==> src/rtl/restoring_divider_pkg.sv <==
// ============================================================================
//  Module      : restoring_divider_pkg
//  Description : Shared definitions for the sequential restoring divider:
//                FSM state encoding, default operand width and the
//                iteration-counter width helper.
//  Revision    : 1.0 - initial release
// ============================================================================
`default_nettype none

package restoring_divider_pkg;

    // Default operand width for dividend, divisor, quotient and remainder.
    localparam int DIV_WIDTH = 4;

    // Divider control states.
    typedef enum logic [1:0] {
        ST_IDLE = 2'd0,
        ST_BUSY = 2'd1,
        ST_DONE = 2'd2
    } div_state_e;

    // Bits needed for a counter that must hold the value WIDTH.
    function automatic int div_cnt_width(input int width);
        return $clog2(width + 1);
    endfunction

endpackage : restoring_divider_pkg

`default_nettype wire

==> src/rtl/restoring_divider_ripple_subtractor.sv <==
// ============================================================================
//  Module      : ripple_subtractor
//  Description : N-bit ripple-borrow subtractor, diff = a - b - borrow_in.
//                Built from gate-level full-subtractor cells chained through
//                their borrow, the mirror image of the full-adder carry chain.
//  Revision    : 1.0 - initial release
// ============================================================================
`default_nettype none

module ripple_subtractor #(
    parameter int N = 5
) (
    input  logic [N-1:0] a_i,
    input  logic [N-1:0] b_i,
    input  logic         borrow_in_i,
    output logic [N-1:0] diff_o,
    output logic         borrow_out_o
);

    // borrow_chain[k] is the borrow entering cell k; the final entry leaves the MSB.
    logic [N:0] borrow_chain;

    assign borrow_chain[0] = borrow_in_i;

    // One full-subtractor cell per bit position.
    generate
        for (genvar k = 0; k < N; k++) begin : g_cell
            logic w_axb;
            assign w_axb              = a_i[k] ^ b_i[k];
            assign diff_o[k]          = w_axb ^ borrow_chain[k];
            // Borrow when b exceeds a, or when they are equal and a borrow arrives.
            assign borrow_chain[k+1]  = (~a_i[k] & b_i[k]) | (~w_axb & borrow_chain[k]);
        end
    endgenerate

    assign borrow_out_o = borrow_chain[N];

endmodule : ripple_subtractor

`default_nettype wire

==> src/rtl/restoring_divider.sv <==
// ============================================================================
//  Module      : restoring_divider
//  Description : Sequential unsigned WIDTH-bit restoring divider. One quotient
//                bit per clock, valid/ready handshakes on operand and result
//                sides, divide-by-zero flagged without iterating.
//  Revision    : 1.0 - initial release
// ============================================================================
`default_nettype none

module restoring_divider
    import restoring_divider_pkg::*;
#(
    parameter int WIDTH = DIV_WIDTH
) (
    input  logic             clk,
    input  logic             rst,
    input  logic             in_valid_i,
    output logic             in_ready_o,
    input  logic [WIDTH-1:0] dividend_i,
    input  logic [WIDTH-1:0] divisor_i,
    output logic             out_valid_o,
    input  logic             out_ready_i,
    output logic [WIDTH-1:0] quotient_o,
    output logic [WIDTH-1:0] remainder_o,
    output logic             div_by_zero_o
);

    localparam int                CNT_W      = div_cnt_width(WIDTH);
    localparam logic [CNT_W-1:0]  ITER_LAST  = CNT_W'(WIDTH - 1);

    // Control state and iteration count.
    div_state_e       state_q, state_d;
    logic [CNT_W-1:0] count_q, count_d;

    // Working registers: partial remainder R (one guard bit), shifting Q, divisor latch.
    logic [WIDTH:0]   rem_q, rem_d;
    logic [WIDTH-1:0] quo_q, quo_d;
    logic [WIDTH-1:0] divisor_q, divisor_d;

    // Result registers presented to the consumer.
    logic [WIDTH-1:0] quotient_q, quotient_d;
    logic [WIDTH-1:0] remainder_q, remainder_d;
    logic             dbz_q, dbz_d;

    // One restoring step: shift {R,Q} left, then trial-subtract the divisor from R.
    logic [2*WIDTH:0] w_shift;
    logic [WIDTH:0]   w_shift_rem;
    logic [WIDTH-1:0] w_shift_quo;
    logic [WIDTH:0]   w_trial_diff;
    logic             w_trial_borrow;
    logic [WIDTH:0]   w_iter_rem;
    logic [WIDTH-1:0] w_iter_quo;

    assign w_shift     = {rem_q, quo_q} << 1;
    assign w_shift_rem = w_shift[2*WIDTH:WIDTH];
    assign w_shift_quo = w_shift[WIDTH-1:0];

    ripple_subtractor #(
        .N (WIDTH + 1)
    ) u_trial_sub (
        .a_i          (w_shift_rem),
        .b_i          ({1'b0, divisor_q}),
        .borrow_in_i  (1'b0),
        .diff_o       (w_trial_diff),
        .borrow_out_o (w_trial_borrow)
    );

    // No borrow means the divisor fits: keep the difference and set the quotient bit.
    assign w_iter_rem = w_trial_borrow ? w_shift_rem : w_trial_diff;
    assign w_iter_quo = {w_shift_quo[WIDTH-1:1], ~w_trial_borrow};

    // Next-state and datapath decode; every register holds unless a transition updates it.
    always_comb begin
        state_d     = state_q;
        count_d     = count_q;
        rem_d       = rem_q;
        quo_d       = quo_q;
        divisor_d   = divisor_q;
        quotient_d  = quotient_q;
        remainder_d = remainder_q;
        dbz_d       = dbz_q;

        case (state_q)
            ST_IDLE: begin
                if (in_valid_i) begin
                    divisor_d = divisor_i;
                    quo_d     = dividend_i;
                    rem_d     = '0;
                    count_d   = '0;
                    if (divisor_i == '0) begin
                        // Zero divisor resolves immediately with a saturated quotient.
                        quotient_d  = '1;
                        remainder_d = dividend_i;
                        dbz_d       = 1'b1;
                        state_d     = ST_DONE;
                    end else begin
                        dbz_d   = 1'b0;
                        state_d = ST_BUSY;
                    end
                end
            end
            ST_BUSY: begin
                rem_d   = w_iter_rem;
                quo_d   = w_iter_quo;
                count_d = count_q + 1'b1;
                if (count_q == ITER_LAST) begin
                    quotient_d  = w_iter_quo;
                    remainder_d = w_iter_rem[WIDTH-1:0];
                    state_d     = ST_DONE;
                end
            end
            ST_DONE: begin
                if (out_ready_i) begin
                    state_d = ST_IDLE;
                end
            end
            default: begin
                state_d = ST_IDLE;
            end
        endcase
    end

    // State register.
    always_ff @(posedge clk) begin
        if (rst) begin
            state_q <= ST_IDLE;
        end else begin
            state_q <= state_d;
        end
    end

    // Datapath and result registers.
    always_ff @(posedge clk) begin
        if (rst) begin
            count_q     <= '0;
            rem_q       <= '0;
            quo_q       <= '0;
            divisor_q   <= '0;
            quotient_q  <= '0;
            remainder_q <= '0;
            dbz_q       <= 1'b0;
        end else begin
            count_q     <= count_d;
            rem_q       <= rem_d;
            quo_q       <= quo_d;
            divisor_q   <= divisor_d;
            quotient_q  <= quotient_d;
            remainder_q <= remainder_d;
            dbz_q       <= dbz_d;
        end
    end

    assign in_ready_o    = (state_q == ST_IDLE);
    assign out_valid_o   = (state_q == ST_DONE);
    assign quotient_o    = quotient_q;
    assign remainder_o   = remainder_q;
    assign div_by_zero_o = dbz_q;

endmodule : restoring_divider

`default_nettype wire
==> config.mk <==
export PLATFORM = sky130hd
export DESIGN_NAME = restoring_divider
export DESIGN_NICKNAME = d
export VERILOG_FILES = /design/src/rtl/restoring_divider_pkg.sv /design/src/rtl/restoring_divider_ripple_subtractor.sv /design/src/rtl/restoring_divider.sv
export SDC_FILE = /design/constraint.sdc
export NUM_CORES = 1
export LEC_CHECK = 0
export CAP_MARGIN = 20
export CORE_ASPECT_RATIO = 1.1
export CORE_MARGIN = 2
export CORE_UTILIZATION = 45
export CTS_CLUSTER_SIZE = 10
export DETAILED_ROUTE_END_ITERATION = 10
export GPL_TIMING_DRIVEN = 0
export PLACE_DENSITY = 0.7
export SYNTH_ARGS = -nofsm -noshare
export SYNTH_HDL_FRONTEND = slang
export SYNTH_SLANG_ARGS = --single-unit
==> constraint.sdc <==
create_clock -name clk -period 2.8 [get_ports clk]
set_input_delay 0.56 -clock clk [delete_from_list [all_inputs] [get_ports clk]]
set_output_delay 0.56 -clock clk [all_outputs]
set_load 0.01 [all_outputs]
# Word level (Yosys, flattened, before mapping)
# Cells that the tools add are included.
[classes]
n_addsub = 1
n_mul = 0
div_mod_pow = 0
order_cmp = 0
n_eq_ne = 7
shift = 0
muxes = 21
bitwise = 27
reduce_logical = 7
[op_table]
columns = ["operator", "count"]
rows = [
  ["two-way mux 4 bit", 9],
  ["one-hot mux 4 bit (2 select lines)", 4],
  ["NOT 1 bit", 9],
  ["AND 1 bit", 8],
  ["two-way mux 2 bit", 4],
  ["bitwise XOR 1 bit", 7],
  ["one-hot mux 2 bit (3 select lines)", 1],
  ["one-hot mux 3 bit (2 select lines)", 1],
  ["zero test 4 bit", 1],
  ["!= test 2 x 1 -> 1 bit, second input constant", 2],
  ["!= test 2 bit, second input constant", 2],
  ["AND reduction 2 bit", 2],
  ["AND reduction 4 bit", 1],
  ["adder 3 x 1 -> 3 bit, second input constant", 1],
  ["equality test 3 x 2 -> 1 bit, second input constant", 1],
  ["two-way mux 3 bit", 1],
  ["OR 1 bit", 3],
  ["AND reduction 3 bit", 1],
  ["equality test 2 x 1 -> 1 bit, second input constant", 1],
  ["equality test 2 bit, second input constant", 1],
  ["zero test 2 bit", 1],
  ["nonzero test 2 bit", 1],
  ["two-way mux 1 bit", 1],
]
[totals]
ff_bits = 26
latchBits = 0
mem_bits_rw = 0
romBits = 0
input_bits = 12
output_inout_bits = 11
wordCells = 71
mem_count = 0

# Longest topological paths before layout
[depth]
ltp_word = 12
ltp_mapped = 12
ltp_nobuf = 11

# Cells and area by module
# A second synthesis with hierarchy kept.
[hier_totals]
hier_cells = 147
area_unflattened_um2 = 1322.5
[by_module_without_submodules]
columns = ["mod", "n_inst", "cells_each", "area_each_um2", "seq_area_each_um2"]
rows = [
  ["restoring_divider", 1, 130, 1177.4, 520.5],
  ["ripple_subtractor", 1, 17, 145.1, 0.0],
]

# Worst setup path before layout
# OpenSTA, ideal clock, no wires.
[synth_timing]
path_type = "register to register"
startpoint = "reg quo_q[3]"
endpoint = "reg remainder_q[1] (netlist: remainder_o[1])"
setup_ns = 0.072
arrival_ns = 2.236
required_time_ns = 2.728
setup_slack_ns = 0.492
path_stages_with_launch = 13
n_path_buf = 1
period_less_slack_ns = 2.308
cell_sequence = "dfxtp_1 > inv_1 > ha_1 > inv_1 > fa_1 > inv_1 > fa_1 > fa_1 > nand2b_1 > buf_2 > mux2i_1 > a211o_1 > a21oi_1"
[synth_between]
elab_chain_len = 12
elab_cells_between_ends = 13
cone_classes = "mux: 3; bitwise: 10"
[synth_lines]
columns = ["item", "line_no", "rtl"]
rows = [
  ["start, declared", "restoring_divider.sv:37", "logic [WIDTH-1:0] quo_q, quo_d;"],
  ["start signal, assigned", "restoring_divider.sv:145", "quo_q <= quo_d;"],
  ["NOT 1 bit *", "restoring_divider_ripple_subtractor.sv:32", "assign borrow_chain[k+1] = (~a_i[k] & b_i[k]) | (~w_axb & borrow_chain[k]);"],
  ["AND 1 bit *", "restoring_divider_ripple_subtractor.sv:32", ""],
  ["AND 1 bit", "restoring_divider_ripple_subtractor.sv:32", ""],
  ["OR 1 bit", "restoring_divider_ripple_subtractor.sv:32", ""],
  ["AND 1 bit", "restoring_divider_ripple_subtractor.sv:32", ""],
  ["OR 1 bit", "restoring_divider_ripple_subtractor.sv:32", ""],
  ["AND 1 bit", "restoring_divider_ripple_subtractor.sv:32", ""],
  ["OR 1 bit", "restoring_divider_ripple_subtractor.sv:32", ""],
  ["AND 1 bit", "restoring_divider_ripple_subtractor.sv:32", ""],
  ["two-way mux 4 bit *", "restoring_divider.sv:69", "assign w_iter_rem = w_trial_borrow ? w_shift_rem : w_trial_diff;"],
  ["two-way mux 4 bit *", "restoring_divider.sv:106", "if (count_q == ITER_LAST) begin"],
  ["one-hot mux 4 bit (2 select lines) *", "restoring_divider.sv:83", "case (state_q)"],
  ["end signal, assigned", "restoring_divider.sv:148", "remainder_q <= remainder_d;"],
  ["end, declared", "restoring_divider.sv:42", "logic [WIDTH-1:0] remainder_q, remainder_d;"],
]
# Mark *: on every way between the ends. The rest lies on a longest branch, timed or not. The select of a mux whose other input is x is not followed.
# A chain may end at the register's enable or synchronous reset.

# Worst setup path in the final report
# Same ends and word-level chain as after synthesis.

==> impl_metrics.tcl <==
set metrics [dict create \
    period_needed_ns 2.52 \
    globalRoute.totalOverflow 0 \
    clk_pin_slew_worst_paths_ns 0.14 \
    floorplan.io_pins 23 \
    die_x_um 54.6 \
    post_route_clock_period_utilization_pct 90.1 \
    reg2reg_depth 12 \
    areaGrowthSynthToFinish_pct 22.7 \
    start_util_pct 46.4 \
    synth_simple_gate_area_share_pct 19.5 \
    synth_fa_ha_area_share_pct 7.72 \
    critPathKind "reg2reg" \
    synthesis.area_um2 1260 \
    min_delay_path_depth 2 \
    grt_util_met2_pct 31.7 \
    cp-end-kind "flop" \
    floorplan.rows 20 \
    max_cap_violations 0 \
    post_cts_buffers 0 \
    post-synth-top-area-fraction_pct 41.1 \
    per_cell_via_count_in_the_routed_design 5.39 \
    cts_bufs_inserted 3 \
    die_area_um2 3250 \
    number_of_global_route_vias_before_repair 1051 \
    yosys.area.top_type "sky130_fd_sc_hd__dfxtp_1" \
    cts_tree "done" \
    global_route.usage.met1_pct 23.0 \
    resize_count_post_cts 0 \
    dp_hpwl_um 2030 \
    worstMarginPinSlew_ns 0.541 \
    routedWlPerCell_um 13.4 \
    antenna_found_initial 0 \
    clkSinkCount 26 \
    cts_htree_levels 1 \
    worst_slew_margin_rel_pct 63.9 \
    route.vias.total 1051 \
    post_synth.cell_area_avg_um2 9.23 \
    netlist_instances 137 \
    antennaDiodeCount 0 \
    ys_seq_area_share_pct 41.1 \
    cts_hold_buffers 0 \
    drt_first_pass_iters 4 \
    ctsRootBufferMaster "sky130_fd_sc_hd__clkbuf_4" \
    power.density_cell_area_nw_per_um2 483 \
    insertion_delay_ns 0.33 \
    min_path_type "reg2reg" \
    layout.filler_cells 271 \
    top_usage_layer "met2" \
    netlist_top_cells_area "sky130_fd_sc_hd__dfxtp_1 41%, sky130_fd_sc_hd__nand2_1 6.8%, sky130_fd_sc_hd__o221a_2 6.2%" \
    mappedNetlistNets 155 \
    p_total_uw 750 \
    drt.antenna.violating_nets 0 \
    cts_max_path_buffers 2 \
    outcome "finished, final reports clean" \
    share_of_post_route_cells_with_drive_strength_above_1_pct 16.0 \
    synth-compound-area-share_pct 23.2 \
    die_height_um 59.6 \
    tns_ns 0 \
    cellLeakagePower_uw 0.000594 \
    worst_ep_required_time_ns 3.07 \
    nets 181 \
    synth_top_family_by_area "compound AO/OA/AOI/OAI gates" \
    core_region_area_um2 2730 \
    use_met3_pct 2.53 \
    grt_setup_unrepaired "no" \
    routed_wirelength_um 2610 \
    netlist-cell-type-count 33 \
    synth_xor_area_share_pct 0 \
    yosys_register_bits 26 \
    final-hold-violation-count 0 \
    remaining_drc_errors 0 \
    crit_path_start_kind "flop" \
    multiplexer_area_fraction_after_synthesis_pct 0.791 \
    track_usage_pct 19.0 \
    largest_net_degree_at_the_start_of_global_routing 15 \
    hold_slack_ns 0.471 \
    timing.final.setup_violations 0 \
    count_of_warnings_emitted_by_yosys 0 \
    port_buffers 21 \
    maxSlewViolCount 0 \
    timing.critical_path.fanout_max 9 \
    gpl.final_weighted_congestion 0.755 \
    cp.arrival_ns 2.79 \
    global_route_wire_length_before_repair_um 4440 \
    max_clock_freq_ghz 0.397 \
    timing.clock.skew_ns 0.00371 \
    power.ir.vdd_worst_uv 303 \
    first_iter_violations 11 \
]
## worst max-delay path: stages (launching register included)
cell                       delay, ns
sky130_fd_sc_hd__dfxtp_1        0.39
sky130_fd_sc_hd__inv_1          0.06
sky130_fd_sc_hd__ha_1           0.19
sky130_fd_sc_hd__inv_1          0.06
sky130_fd_sc_hd__fa_1           0.15
sky130_fd_sc_hd__inv_1          0.05
sky130_fd_sc_hd__fa_1           0.37
sky130_fd_sc_hd__fa_1           0.36
sky130_fd_sc_hd__nand2b_1       0.07
sky130_fd_sc_hd__buf_2          0.20
sky130_fd_sc_hd__mux2i_1        0.12
sky130_fd_sc_hd__a211o_1        0.30
sky130_fd_sc_hd__a21oi_1        0.14
## path summary, 6_finish.rpt
kind | from | endpoint | slack [ns]
setup / recovery | quo_q[3] | remainder_o[1] | 0.28
hold / removal | rem_q[3] | rem_q[3] | 0.47
setup reg to reg | quo_q[3] | remainder_o[1] | 0.28
hold reg to reg | rem_q[3] | rem_q[3] | 0.47
## report_power, final
| part | total, uW | leakage (uW) | internal, uW | switching [uW] |
|---|---|---|---|---|
| sequential | 405 | 0.000212 | 390 | 14.5 |
| clock | 193 | 0.0000210 | 79.8 | 113 |
| combinational | 153 | 0.000361 | 70.7 | 81.8 |
## cell usage in the layout (no fill, tap or decap), types with 2 or more instances in the layout
cell / n
sky130_fd_sc_hd__a21oi_1: 13
sky130_fd_sc_hd__a2bb2oi_1: 2
sky130_fd_sc_hd__a311oi_2: 3
sky130_fd_sc_hd__clkbuf_1: 5
sky130_fd_sc_hd__clkbuf_4: 3
sky130_fd_sc_hd__clkdlybuf4s50_1: 21
sky130_fd_sc_hd__dfxtp_1: 26
sky130_fd_sc_hd__fa_1: 3
sky130_fd_sc_hd__ha_1: 3
sky130_fd_sc_hd__inv_1: 9
sky130_fd_sc_hd__nand2_1: 23
sky130_fd_sc_hd__nand2b_1: 3
sky130_fd_sc_hd__nor2_1: 15
sky130_fd_sc_hd__nor2_2: 3
sky130_fd_sc_hd__o211ai_1: 3
sky130_fd_sc_hd__o221a_2: 7
## per-stage QoR
stage | area (um2) | utilization [%] | setup slack, ns | cells
2_1_floorplan | 1260 | - | 0.492 | 137
3_3_place_gp | 1520 | 55.6 | 0.320 | 191
4_1_cts | 1550 | 56.9 | 0.275 | 195
3_5_place_dp | 1520 | 55.6 | 0.303 | 191
5_1_grt | 1550 | 56.9 | 0.0840 | 195
6_report | 1550 | 56.9 | 0.278 | 195
## Yosys cell counts
library cell,instances
sky130_fd_sc_hd__a211o_1,1
sky130_fd_sc_hd__a21boi_1,1
sky130_fd_sc_hd__a21oi_1,13
sky130_fd_sc_hd__a22o_4,1
sky130_fd_sc_hd__a22oi_1,1
sky130_fd_sc_hd__a2bb2oi_1,2
sky130_fd_sc_hd__a311oi_1,1
sky130_fd_sc_hd__a311oi_2,3
sky130_fd_sc_hd__and2_1,1
sky130_fd_sc_hd__and2b_2,1
sky130_fd_sc_hd__buf_12,1
sky130_fd_sc_hd__buf_2,1
sky130_fd_sc_hd__buf_4,1
sky130_fd_sc_hd__buf_6,1
sky130_fd_sc_hd__clkbuf_1,5
sky130_fd_sc_hd__dfxtp_1,26
sky130_fd_sc_hd__fa_1,3
sky130_fd_sc_hd__ha_1,3
sky130_fd_sc_hd__inv_1,9
sky130_fd_sc_hd__mux2i_1,1
sky130_fd_sc_hd__nand2_1,23
sky130_fd_sc_hd__nand2b_1,3
sky130_fd_sc_hd__nand3b_1,1
sky130_fd_sc_hd__nor2_1,15
sky130_fd_sc_hd__nor2_2,3
sky130_fd_sc_hd__nor2b_1,1
sky130_fd_sc_hd__nor3b_4,1
sky130_fd_sc_hd__nor4_2,1
sky130_fd_sc_hd__o211ai_1,3
sky130_fd_sc_hd__o221a_2,7
sky130_fd_sc_hd__o22a_1,1
sky130_fd_sc_hd__o22ai_1,1
sky130_fd_sc_hd__or2_2,1
## flip-flops by register name, indices dropped and copies added, names as in the netlist
register / cells
state_q: 2
quotient_o: 4
quo_q: 4
count_q: 3
divisor_q: 4
div_by_zero_o: 1
rem_q: 4
remainder_o: 4
## final cells by class
type | count | area, um2 | area share [%]
clock buffers | 4 | 36.3 | 2.34
flip-flops and latches | 26 | 520 | 33.5
well taps | 33 | 41.3 | 2.66
multi-input cells | 93 | 648 | 41.7
plain buffers | 9 | 62.6 | 4.03
repair buffers | 21 | 210 | 13.5
inverters | 9 | 33.8 | 2.18
## kinds of logic (layout without fill, tap and decap cells)
logic type / after synthesis / count (layout)
buffers and inverters: 18 / 43
muxes: 1 / 1
AOI/OAI and AO/OA: 35 / 35
DFF: 26 / 26
adders and majority gates: 6 / 6
and+or+nand+nor: 51 / 51
## per-layer routing
metal / share of wire, % / up-vias / wire length [um]
li1: - / 526 / -
met1: 44 / 496 / 1160
met2: 50 / 23 / 1310
met3: 3.4 / 6 / 88
met4: 2.1 / 0 / 55
met5: 0 / - / 0
No activity file was read; power rests on OpenSTA's default activity.
